[config.mk]
export PLATFORM = sky130hd
export DESIGN_NAME = wb_uart_digit_ctrl
export DESIGN_NICKNAME = d
export VERILOG_FILES = /design/src/rtl/wb_uart_disp_pkg.sv /design/src/rtl/wb_uart_digit_ctrl_scanner.sv /design/src/rtl/wb_uart_digit_ctrl.sv
export SDC_FILE = /design/constraint.sdc
export NUM_CORES = 1
export LEC_CHECK = 0
export CORE_MARGIN = 8
export CORE_UTILIZATION = 34
export DETAILED_ROUTE_END_ITERATION = 7
export PLACE_DENSITY_LB_ADDON = 0.05
export SLEW_MARGIN = 20
export SYNTH_ARGS = -nofsm -noshare
export SYNTH_HDL_FRONTEND = slang
export SYNTH_SLANG_ARGS = --single-unit
[constraint.sdc]
create_clock -name i_clk -period 3.49 [get_ports i_clk]
set_input_delay 0.698 -clock i_clk [delete_from_list [all_inputs] [get_ports i_clk]]
set_output_delay 0.698 -clock i_clk [all_outputs]
set_load 0.05 [all_outputs]
[src/rtl/wb_uart_disp_pkg.sv]
// Shared register map, RX status bit and controller state encoding for the
// Wishbone UART digit controller.
package wb_uart_disp_pkg;

  localparam logic [1:0] ADDR_SETUP = 2'd0;
  localparam logic [1:0] ADDR_RX    = 2'd2;
  localparam logic [1:0] ADDR_TX    = 2'd3;

  localparam int unsigned RX_EMPTY_BIT = 8;

  typedef enum logic [2:0] {
    ST_IDLE,
    ST_SETUP,
    ST_SETUP_WAIT,
    ST_RX_REQ,
    ST_RX_ACK,
    ST_TX_REQ,
    ST_TX_ACK,
    ST_GAP
  } ctrl_state_t;

  function automatic int unsigned max3(input int unsigned a, input int unsigned b,
                                       input int unsigned c);
    int unsigned m;
    m = (a > b) ? a : b;
    return (m > c) ? m : c;
  endfunction

endpackage

[src/rtl/wb_uart_digit_ctrl_scanner.sv]
// Time-multiplexes the digit buffer onto one-cold active-low enables; enable
// and segment byte are refreshed together once every SCAN_DIV cycles.
module digit_scanner
  import wb_uart_disp_pkg::*;
#(
  parameter int unsigned NUM_DIGITS = 8,
  parameter int unsigned SCAN_DIV   = 125_000
) (
  input  logic                       i_clk,
  input  logic                       i_reset,
  input  logic [NUM_DIGITS-1:0][7:0] i_digits,
  output logic [NUM_DIGITS-1:0]      o_en,
  output logic [7:0]                 o_seg_data
);

  localparam int unsigned SCAN_W = (SCAN_DIV > 1) ? $clog2(SCAN_DIV) : 1;
  localparam int unsigned IDX_W  = $clog2(NUM_DIGITS);

  logic [SCAN_W-1:0]     r_cnt;
  logic [IDX_W-1:0]      r_idx;
  logic [NUM_DIGITS-1:0] r_en;
  logic [7:0]            r_seg;

  logic                  w_tc;
  logic [NUM_DIGITS-1:0] w_onecold;

  assign w_tc      = (r_cnt == SCAN_W'(SCAN_DIV - 1));
  // Digit 0 is the leftmost, i.e. the most significant enable bit.
  assign w_onecold = ~(NUM_DIGITS'(1) << (IDX_W'(NUM_DIGITS - 1) - r_idx));

  always_ff @(posedge i_clk) begin
    if (i_reset) begin
      r_cnt <= '0;
      r_idx <= '0;
      r_en  <= '1;
      r_seg <= '0;
    end else if (w_tc) begin
      r_cnt <= '0;
      r_en  <= w_onecold;
      r_seg <= i_digits[r_idx];
      r_idx <= (r_idx == IDX_W'(NUM_DIGITS - 1)) ? '0 : r_idx + IDX_W'(1);
    end else begin
      r_cnt <= r_cnt + SCAN_W'(1);
    end
  end

  assign o_en       = r_en;
  assign o_seg_data = r_seg;

endmodule

[src/rtl/wb_uart_digit_ctrl.sv]
// Wishbone master that configures wbuart, polls RX, stores bytes into an
// N-digit buffer (fill-wrap or scroll), optionally echoes to TX, and scans it out.
module wb_uart_digit_ctrl
  import wb_uart_disp_pkg::*;
#(
  parameter int unsigned NUM_DIGITS  = 8,
  parameter int unsigned BAUD_DIV    = 434,
  parameter int unsigned SETUP_WAIT  = 50_000_000,
  parameter int unsigned POLL_GAP    = 1500,
  parameter int unsigned SCAN_DIV    = 125_000,
  parameter int unsigned ACK_TIMEOUT = 1024,
  parameter bit          SCROLL      = 1'b0,
  parameter bit          ECHO_EN     = 1'b1,
  parameter logic [7:0]  CLEAR_CHAR  = 8'h1B
) (
  input  logic                  i_clk,
  input  logic                  i_reset,
  output logic                  o_wb_cyc,
  output logic                  o_wb_stb,
  output logic                  o_wb_we,
  output logic [1:0]            o_wb_addr,
  output logic [31:0]           o_wb_data,
  output logic [3:0]            o_wb_sel,
  input  logic                  i_wb_ack,
  input  logic [31:0]           i_wb_data,
  output logic [NUM_DIGITS-1:0] o_en,
  output logic [7:0]            o_seg_data,
  output logic                  o_rx_strobe,
  output logic                  o_timeout
);

  localparam int unsigned MAX_WAIT = max3(SETUP_WAIT, POLL_GAP, ACK_TIMEOUT);
  localparam int unsigned CNT_W    = $clog2(MAX_WAIT + 1);
  localparam int unsigned PTR_W    = $clog2(NUM_DIGITS);

  ctrl_state_t                r_state;
  logic [CNT_W-1:0]           r_cnt;
  logic                       r_cyc;
  logic                       r_stb;
  logic                       r_we;
  logic [1:0]                 r_addr;
  logic [31:0]                r_data;
  logic                       r_rx_strobe;
  logic                       r_timeout;
  logic [7:0]                 r_byte;
  logic [PTR_W-1:0]           r_ptr;
  logic [NUM_DIGITS-1:0][7:0] r_digits;

  logic       w_rx_empty;
  logic [7:0] w_rx_byte;
  logic       w_ack_expired;
  logic       w_unused_data;

  assign w_rx_empty    = i_wb_data[RX_EMPTY_BIT];
  assign w_rx_byte     = i_wb_data[7:0];
  assign w_ack_expired = (r_cnt == CNT_W'(ACK_TIMEOUT));
  assign w_unused_data = &{1'b0, i_wb_data[31:9]};

  // Wait counters restart at 1 on entry so the request cycle is the last idle cycle.
  always_ff @(posedge i_clk) begin
    if (i_reset) begin
      r_state     <= ST_IDLE;
      r_cnt       <= '0;
      r_cyc       <= 1'b0;
      r_stb       <= 1'b0;
      r_we        <= 1'b0;
      r_addr      <= '0;
      r_data      <= '0;
      r_rx_strobe <= 1'b0;
      r_timeout   <= 1'b0;
      r_byte      <= '0;
      r_ptr       <= '0;
      r_digits    <= '0;
    end else begin
      r_rx_strobe <= 1'b0;
      r_timeout   <= 1'b0;
      case (r_state)
        ST_IDLE: begin
          r_cyc   <= 1'b1;
          r_stb   <= 1'b1;
          r_we    <= 1'b1;
          r_addr  <= ADDR_SETUP;
          r_data  <= 32'(BAUD_DIV);
          r_cnt   <= CNT_W'(1);
          r_state <= ST_SETUP;
        end
        ST_SETUP: begin
          if (i_wb_ack) begin
            r_cyc   <= 1'b0;
            r_stb   <= 1'b0;
            r_cnt   <= CNT_W'(1);
            r_state <= ST_SETUP_WAIT;
          end else if (w_ack_expired) begin
            r_cyc     <= 1'b0;
            r_stb     <= 1'b0;
            r_timeout <= 1'b1;
            r_state   <= ST_IDLE;
          end else begin
            r_cnt <= r_cnt + CNT_W'(1);
          end
        end
        ST_SETUP_WAIT: begin
          if (r_cnt >= CNT_W'(SETUP_WAIT - 1)) r_state <= ST_RX_REQ;
          else r_cnt <= r_cnt + CNT_W'(1);
        end
        ST_RX_REQ: begin
          r_cyc   <= 1'b1;
          r_stb   <= 1'b1;
          r_we    <= 1'b0;
          r_addr  <= ADDR_RX;
          r_data  <= '0;
          r_cnt   <= CNT_W'(1);
          r_state <= ST_RX_ACK;
        end
        ST_RX_ACK: begin
          if (i_wb_ack) begin
            r_cyc   <= 1'b0;
            r_stb   <= 1'b0;
            r_cnt   <= CNT_W'(1);
            r_state <= ST_GAP;
            if (!w_rx_empty) begin
              if (w_rx_byte == CLEAR_CHAR) begin
                r_digits <= '0;
                r_ptr    <= '0;
              end else begin
                if (SCROLL) begin
                  r_digits <= {w_rx_byte, r_digits[NUM_DIGITS-1:1]};
                end else begin
                  r_digits[r_ptr] <= w_rx_byte;
                  r_ptr <= (r_ptr == PTR_W'(NUM_DIGITS - 1)) ? '0 : r_ptr + PTR_W'(1);
                end
                r_byte      <= w_rx_byte;
                r_rx_strobe <= 1'b1;
                if (ECHO_EN) r_state <= ST_TX_REQ;
              end
            end
          end else if (w_ack_expired) begin
            r_cyc     <= 1'b0;
            r_stb     <= 1'b0;
            r_timeout <= 1'b1;
            r_cnt     <= CNT_W'(1);
            r_state   <= ST_GAP;
          end else begin
            r_cnt <= r_cnt + CNT_W'(1);
          end
        end
        ST_TX_REQ: begin
          r_cyc   <= 1'b1;
          r_stb   <= 1'b1;
          r_we    <= 1'b1;
          r_addr  <= ADDR_TX;
          r_data  <= {24'h0, r_byte};
          r_cnt   <= CNT_W'(1);
          r_state <= ST_TX_ACK;
        end
        ST_TX_ACK: begin
          if (i_wb_ack || w_ack_expired) begin
            r_cyc     <= 1'b0;
            r_stb     <= 1'b0;
            r_timeout <= !i_wb_ack;
            r_cnt     <= CNT_W'(1);
            r_state   <= ST_GAP;
          end else begin
            r_cnt <= r_cnt + CNT_W'(1);
          end
        end
        ST_GAP: begin
          if (r_cnt >= CNT_W'(POLL_GAP - 1)) r_state <= ST_RX_REQ;
          else r_cnt <= r_cnt + CNT_W'(1);
        end
        default: r_state <= ST_IDLE;
      endcase
    end
  end

  digit_scanner #(
    .NUM_DIGITS(NUM_DIGITS),
    .SCAN_DIV  (SCAN_DIV)
  ) u_scan (
    .i_clk     (i_clk),
    .i_reset   (i_reset),
    .i_digits  (r_digits),
    .o_en      (o_en),
    .o_seg_data(o_seg_data)
  );

  assign o_wb_cyc    = r_cyc;
  assign o_wb_stb    = r_stb;
  assign o_wb_we     = r_we;
  assign o_wb_addr   = r_addr;
  assign o_wb_data   = r_data;
  assign o_wb_sel    = 4'hF;
  assign o_rx_strobe = r_rx_strobe;
  assign o_timeout   = r_timeout;

endmodule

### Word-level counts from Yosys, hierarchy flattened

Cells that the tools add are included.

| storage, ports and cells | value |
|---|---|
| bits in registers | 178 |
| input port bits | 35 |
| logic and storage cells | 115 |

| cells by class | value |
|---|---|
| $add $sub $neg | 5 |
| order comparisons | 5 |
| eq/ne operators | 21 |
| shift operators | 1 |
| multiplexer cells | 39 |
| bitwise logic cells | 5 |
| reductions and logical operators | 17 |

Operator list:

| cell | count |
|---|---|
| $mux W26 | 7 |
| $pmux W26 S6 | 1 |
| $pmux W32 S3 | 1 |
| $bwmux W64 | 1 |
| $mux W64 | 1 |
| $mux W3 | 10 |
| $add A26 B1 Y26 const B | 1 |
| $eq A26 B11 Y1 const B | 1 |
| $ge A26 B11 Y1 const B | 1 |
| $ge A26 B26 Y1 const B | 1 |
| $bmux W8 S3 | 1 |
| $demux W8 S3 | 1 |
| $pmux W3 S8 | 1 |
| $eq A3 B3 Y1 const B | 6 |
| $add A17 B1 Y17 const B | 1 |
| $eq A17 B17 Y1 const B | 1 |
| $mux W8 | 2 |
| $ne A2 B2 Y1 const B | 5 |
| $ne A3 B3 Y1 const B | 3 |
| $reduce_and A3 Y1 | 3 |
| $eq A8 B5 Y1 const B | 1 |
| $lt A3 B4 Y1 const B | 2 |
| $not A8 Y8 | 1 |
| $shl A1 B3 Y8 const A | 1 |
| 23 further kinds | 39 |

### Logic depth before layout (Yosys ltp)

| depth | value |
|---|---|
| word-level depth | 6 |
| mapped depth | 10 |
| gate-level depth less buffers | 8 |

### Hierarchy

A second synthesis with hierarchy kept.

| unflattened totals | value |
|---|---|
| cells, all modules | 852 |
| area total of the unflattened synthesis | 7671.1 µm² |

By module, submodules not included:

| module | times used | cells each | area each (µm²) | sequential area each (µm²) |
|---|---|---|---|---|
| wb_uart_digit_ctrl | 1 | 647 | 5579.1 | 2382.3 |
| digit_scanner | 1 | 205 | 2092.0 | 720.7 |

### Least setup slack after synthesis

OpenSTA, ideal clock, no wires.

| path | value |
|---|---|
| path type | input to register |
| start point | in i_wb_data[4] |
| end point | reg r_digits[0] (netlist bit) |
| setup time | 0.128 ns |
| arrival time | 2.237 ns |
| data required time | 3.362 ns |
| setup slack | 1.126 ns |
| stages on the path | 7 |
| path buffers | 2 |
| path through | clkbuf_1 > nand2b_1 > nor4_2 > clkbuf_1 > o21ai_1 > a22oi_1 > nor2_1 |

| between the ends | value |
|---|---|
| longest elaborated chain between the ends | 2 |

RTL lines:

| item | RTL line | text |
|---|---|---|
| start, declared | wb_uart_digit_ctrl.sv:25 | `input logic [31:0] i_wb_data,` |
| $eq A8 B5 Y1 | wb_uart_digit_ctrl.sv:122 | `if (w_rx_byte == CLEAR_CHAR) begin` |
| $mux W64 | wb_uart_digit_ctrl.sv:122 |  |
| end signal, assigned | wb_uart_digit_ctrl.sv:127 | `r_digits <= {w_rx_byte, r_digits[NUM_DIGITS-1:1]};` |
| end signal, assigned by index | wb_uart_digit_ctrl.sv:129 | `r_digits[r_ptr] <= w_rx_byte;` |
| end, declared | wb_uart_digit_ctrl.sv:47 | `logic [NUM_DIGITS-1:0][7:0] r_digits;` |

No other way between the ends.
A chain may end at the register's enable or synchronous reset.

### Worst setup path after layout

| path | value |
|---|---|
| start point | in i_wb_ack |
| end point | reg r_digits[11] (netlist bit) |

| between the ends | value |
|---|---|
| longest elaborated chain between the ends | 1 |

RTL lines:

| item | RTL line | text |
|---|---|---|
| start, declared | wb_uart_digit_ctrl.sv:24 | `input logic i_wb_ack,` |
| $reduce_and A3 Y1 (no line) | - |  |

No other way between the ends.

==> impl_results.md <==
- N_diodes: 0
- DP HPWL: 13.9 mm
- Reg2reg end: r_cnt[25]
- Sink Count: 155
- Netlist cell types: between 60 and 70
- Area of the multi-input gates: roughly 0.0038 sq mm
- Hold-fix buffers, CTS: 0
- Post-layout min period: ~2700 ps
- Die width: 162 um
- Final hold violations: 0
- Setup Skew: roughly 8.9 ps
- Design area: around 0.0085 sq mm
- Initial antenna violation count: 0
- Post-CTS setup buffer count: 0
- Slew HR: 26.5%
- FILL cells: just over 2k
- CP Class: in -> reg
- Worst R2R Path Depth: 7
- Cells after synthesis: 847
- Effective utilization at floorplan: 34.6%
- Routed wl met3: 1.07 mm
- GP Congestion: around 0.82
- Antenna Violating Nets Remaining: 0
- PortBufs: 43
- CTS buffer count: 17
- TritonCTS clock tree: done
- Arr. time, crit path: 3080 ps
- GR Util All Layers: around 15%
- Chip height: about 160 um
- PostCTS Resize Cnt: 0
- Routed length on met2: 9.62 mm
- Clock tree buffer depth: 2
- Post-synthesis register bit count: 155
- Synth Warn #: 0
- Layout cells sized above 1: a little under a tenth
- DRT iter0 DRCs: about 410
- Area after DPL: between 0.007 and 0.008 sq mm
- Vias in the first global route: between 6k and 7k
- Detailed Routing Iterations Pass 1: 6
- Post-synth top flop: dfxtp_1
- Clock slew at reported path FFs: approximately 70 ps
- Most frequent cells in the layout: dfxtp_1 (155), nor2_1 (129), nand2_1 (64)
- Yosys top cell area share: a little over two fifths
- Die area: roughly 0.026 sq mm
- Post-synthesis sequential area ratio: between 40% and 50%
- Vias: between 6k and 7k
- Top Ports: 94
- Cell area after synthesis: roughly 0.0073 sq mm
- PwrDens: approximately 460 mW/mm^2
- Register area: between 0.003 and 0.004 sq mm
- DRC viols: 0
- Final setup vio count: 0
- Measured slew at the worst slew-check pin: roughly 1100 ps
- Hold/Removal Path Class: reg -> reg
- Async set-reset flop share out of synthesis: 0%
- H-tree levels: 4
- Synth area leaders: dfxtp_1 (43%), nor2_1 (6.6%), a22oi_1 (5.2%)
- Flop2flop setup slack: ~940 ps
- Max-cap violations: 0
- Worst-Skew Late Latency: approximately 420 ps
- Slew Limit Fails: 0
- Worst r2r src: r_cnt[0]
- Status: finished, final reports clean
- Std-Cell Rows: 53
- Fin crit share: roughly four fifths
- Startpoint Class: input pin
- Area leader, netlist: dfxtp_1
- Worst setup endpoint: r_digits[11]
- Final net count: just over 900
- Sum Neg Setup Slack: 0 ps
- Pin count of the biggest net entering global routing: 57
- RSZ-0062 raised after global routing: no
- Setup crit end kind: register
- Worst-path maximum fanout: 11
- Final wirelength: between 20 and 25 mm
- Syn_area_per_cell: approximately 8.6 sq um
- Drt wl/cell: roughly 18 um
- M1 wire length: ~9.2 mm
- Fin util: between 40 and 50%
- Post-synth EDFFs: 0
- CORE AREA: ~0.021 sq mm
- Crit path from: i_wb_ack
- Max IR drop VDD: around 0.26 mV
- Area Overhead vs Synth: 16.0%
- FMAX: 367 MHz
- Commonest non-fill, non-tap cell in the layout: dfxtp_1
- DR vias/cell: approximately 5.5
- Root Driver: clkbuf_16
- Cell leakage power: between 2 and 3 nW
- First-pass GRT wire length: ~33 mm
- Critical Path RT: 3850 ps
- Grt ovf: 0
- Uppermost layer routed: met4
[synthesized netlist by cell type (all sizes together) (17+ instances only)]
cell	n
o21ai	35
dfxtp	155
nand3	29
or3	18
nand2	64
a22oi	50
nor3	17
a32oi	21
a21oi	51
buf	35
nor2	129
clkbuf	55
[critical path: stages]
cell	delay [ps]
clkdlybuf4s50_1	600
nand2b_1	160
or3_1	520
or3_1	490
nor2_1	360
a22oi_1	120
nor2_1	110
[layer usage]
| metal | global-route usage [%] | vias up |
|---|---|---|
| li1 | - | 3075 |
| met1 | 19.7 | 3013 |
| met2 | 25.0 | 181 |
| met3 | 3.41 | 25 |
| met4 | 5.89 | 0 |
| met5 | 0 | - |
[sequential cells by signal, indices dropped and copies added (netlist names), 8 cells and up]
| signal | flops |
|---|---|
| u_scan.r_cnt | 17 |
| u_scan.o_seg_data | 8 |
| r_byte | 8 |
| o_wb_data | 9 |
| r_cnt | 26 |
| u_scan.o_en | 8 |
| r_digits | 64 |
[layout make-up]
| class | count | area share [%] |
|---|---|---|
| clock inverter | 14 | 1.66 |
| timing repair buffer | 65 | 7.02 |
| multi-input combinational | 613 | 44.7 |
| tap | 275 | 4.07 |
| clock buffer | 18 | 5.20 |
| inverter | 14 | 0.622 |
| sequential | 155 | 36.7 |
[power breakdown]
group          internal, mW  leakage (nW)  switching (mW)
sequential             1.79          1.25          0.0250
combinational        0.0725          1.28           0.214
clock                  1.02         0.268           0.802
total                  2.88          2.80            1.04
[metrics by stage]
step	hold WS (ps)	setup slack [ps]	cells	total power, mW
2_1_floorplan	418	1130	872	2.08
3_3_place_gp	431	441	1122	2.14
3_5_place_dp	436	364	1122	2.14
4_1_cts	448	794	1154	3.98
5_1_grt	481	645	1154	4.07
6_report	445	766	1154	3.92
[worst min-delay path by stage]
stage | start | endpoint | slack [ps] | depth (start not counted)
finish | u_scan.r_cnt[0] | u_scan.r_cnt[0] | 440 | 1
global route | u_scan.r_cnt[0] | u_scan.r_cnt[0] | 480 | 1
CTS | u_scan.r_cnt[0] | u_scan.r_cnt[0] | 450 | 1
detailed placement | u_scan.r_cnt[0] | u_scan.r_cnt[0] | 440 | 1
global placement | u_scan.r_cnt[0] | u_scan.r_cnt[0] | 430 | 1
floorplan | u_scan.r_cnt[0] | u_scan.r_cnt[0] | 420 | 1
[kinds of logic (layout without fill, tap and decap cells)]
family | count (synthesis) | after routing | share of synthesized area (%)
simple gates | 340 | 340 | 22.8
compound gates | 202 | 202 | 18.6
flops | 155 | 155 | 42.6
buf+inv | 104 | 111 | 6.96
mux | 18 | 18 | 5.22
xor+xnor | 14 | 14 | 1.68
fa+ha+maj | 12 | 12 | 2.03
other cells | 2 | 27 | 0.103
No activity file was read; power rests on OpenSTA's default activity.
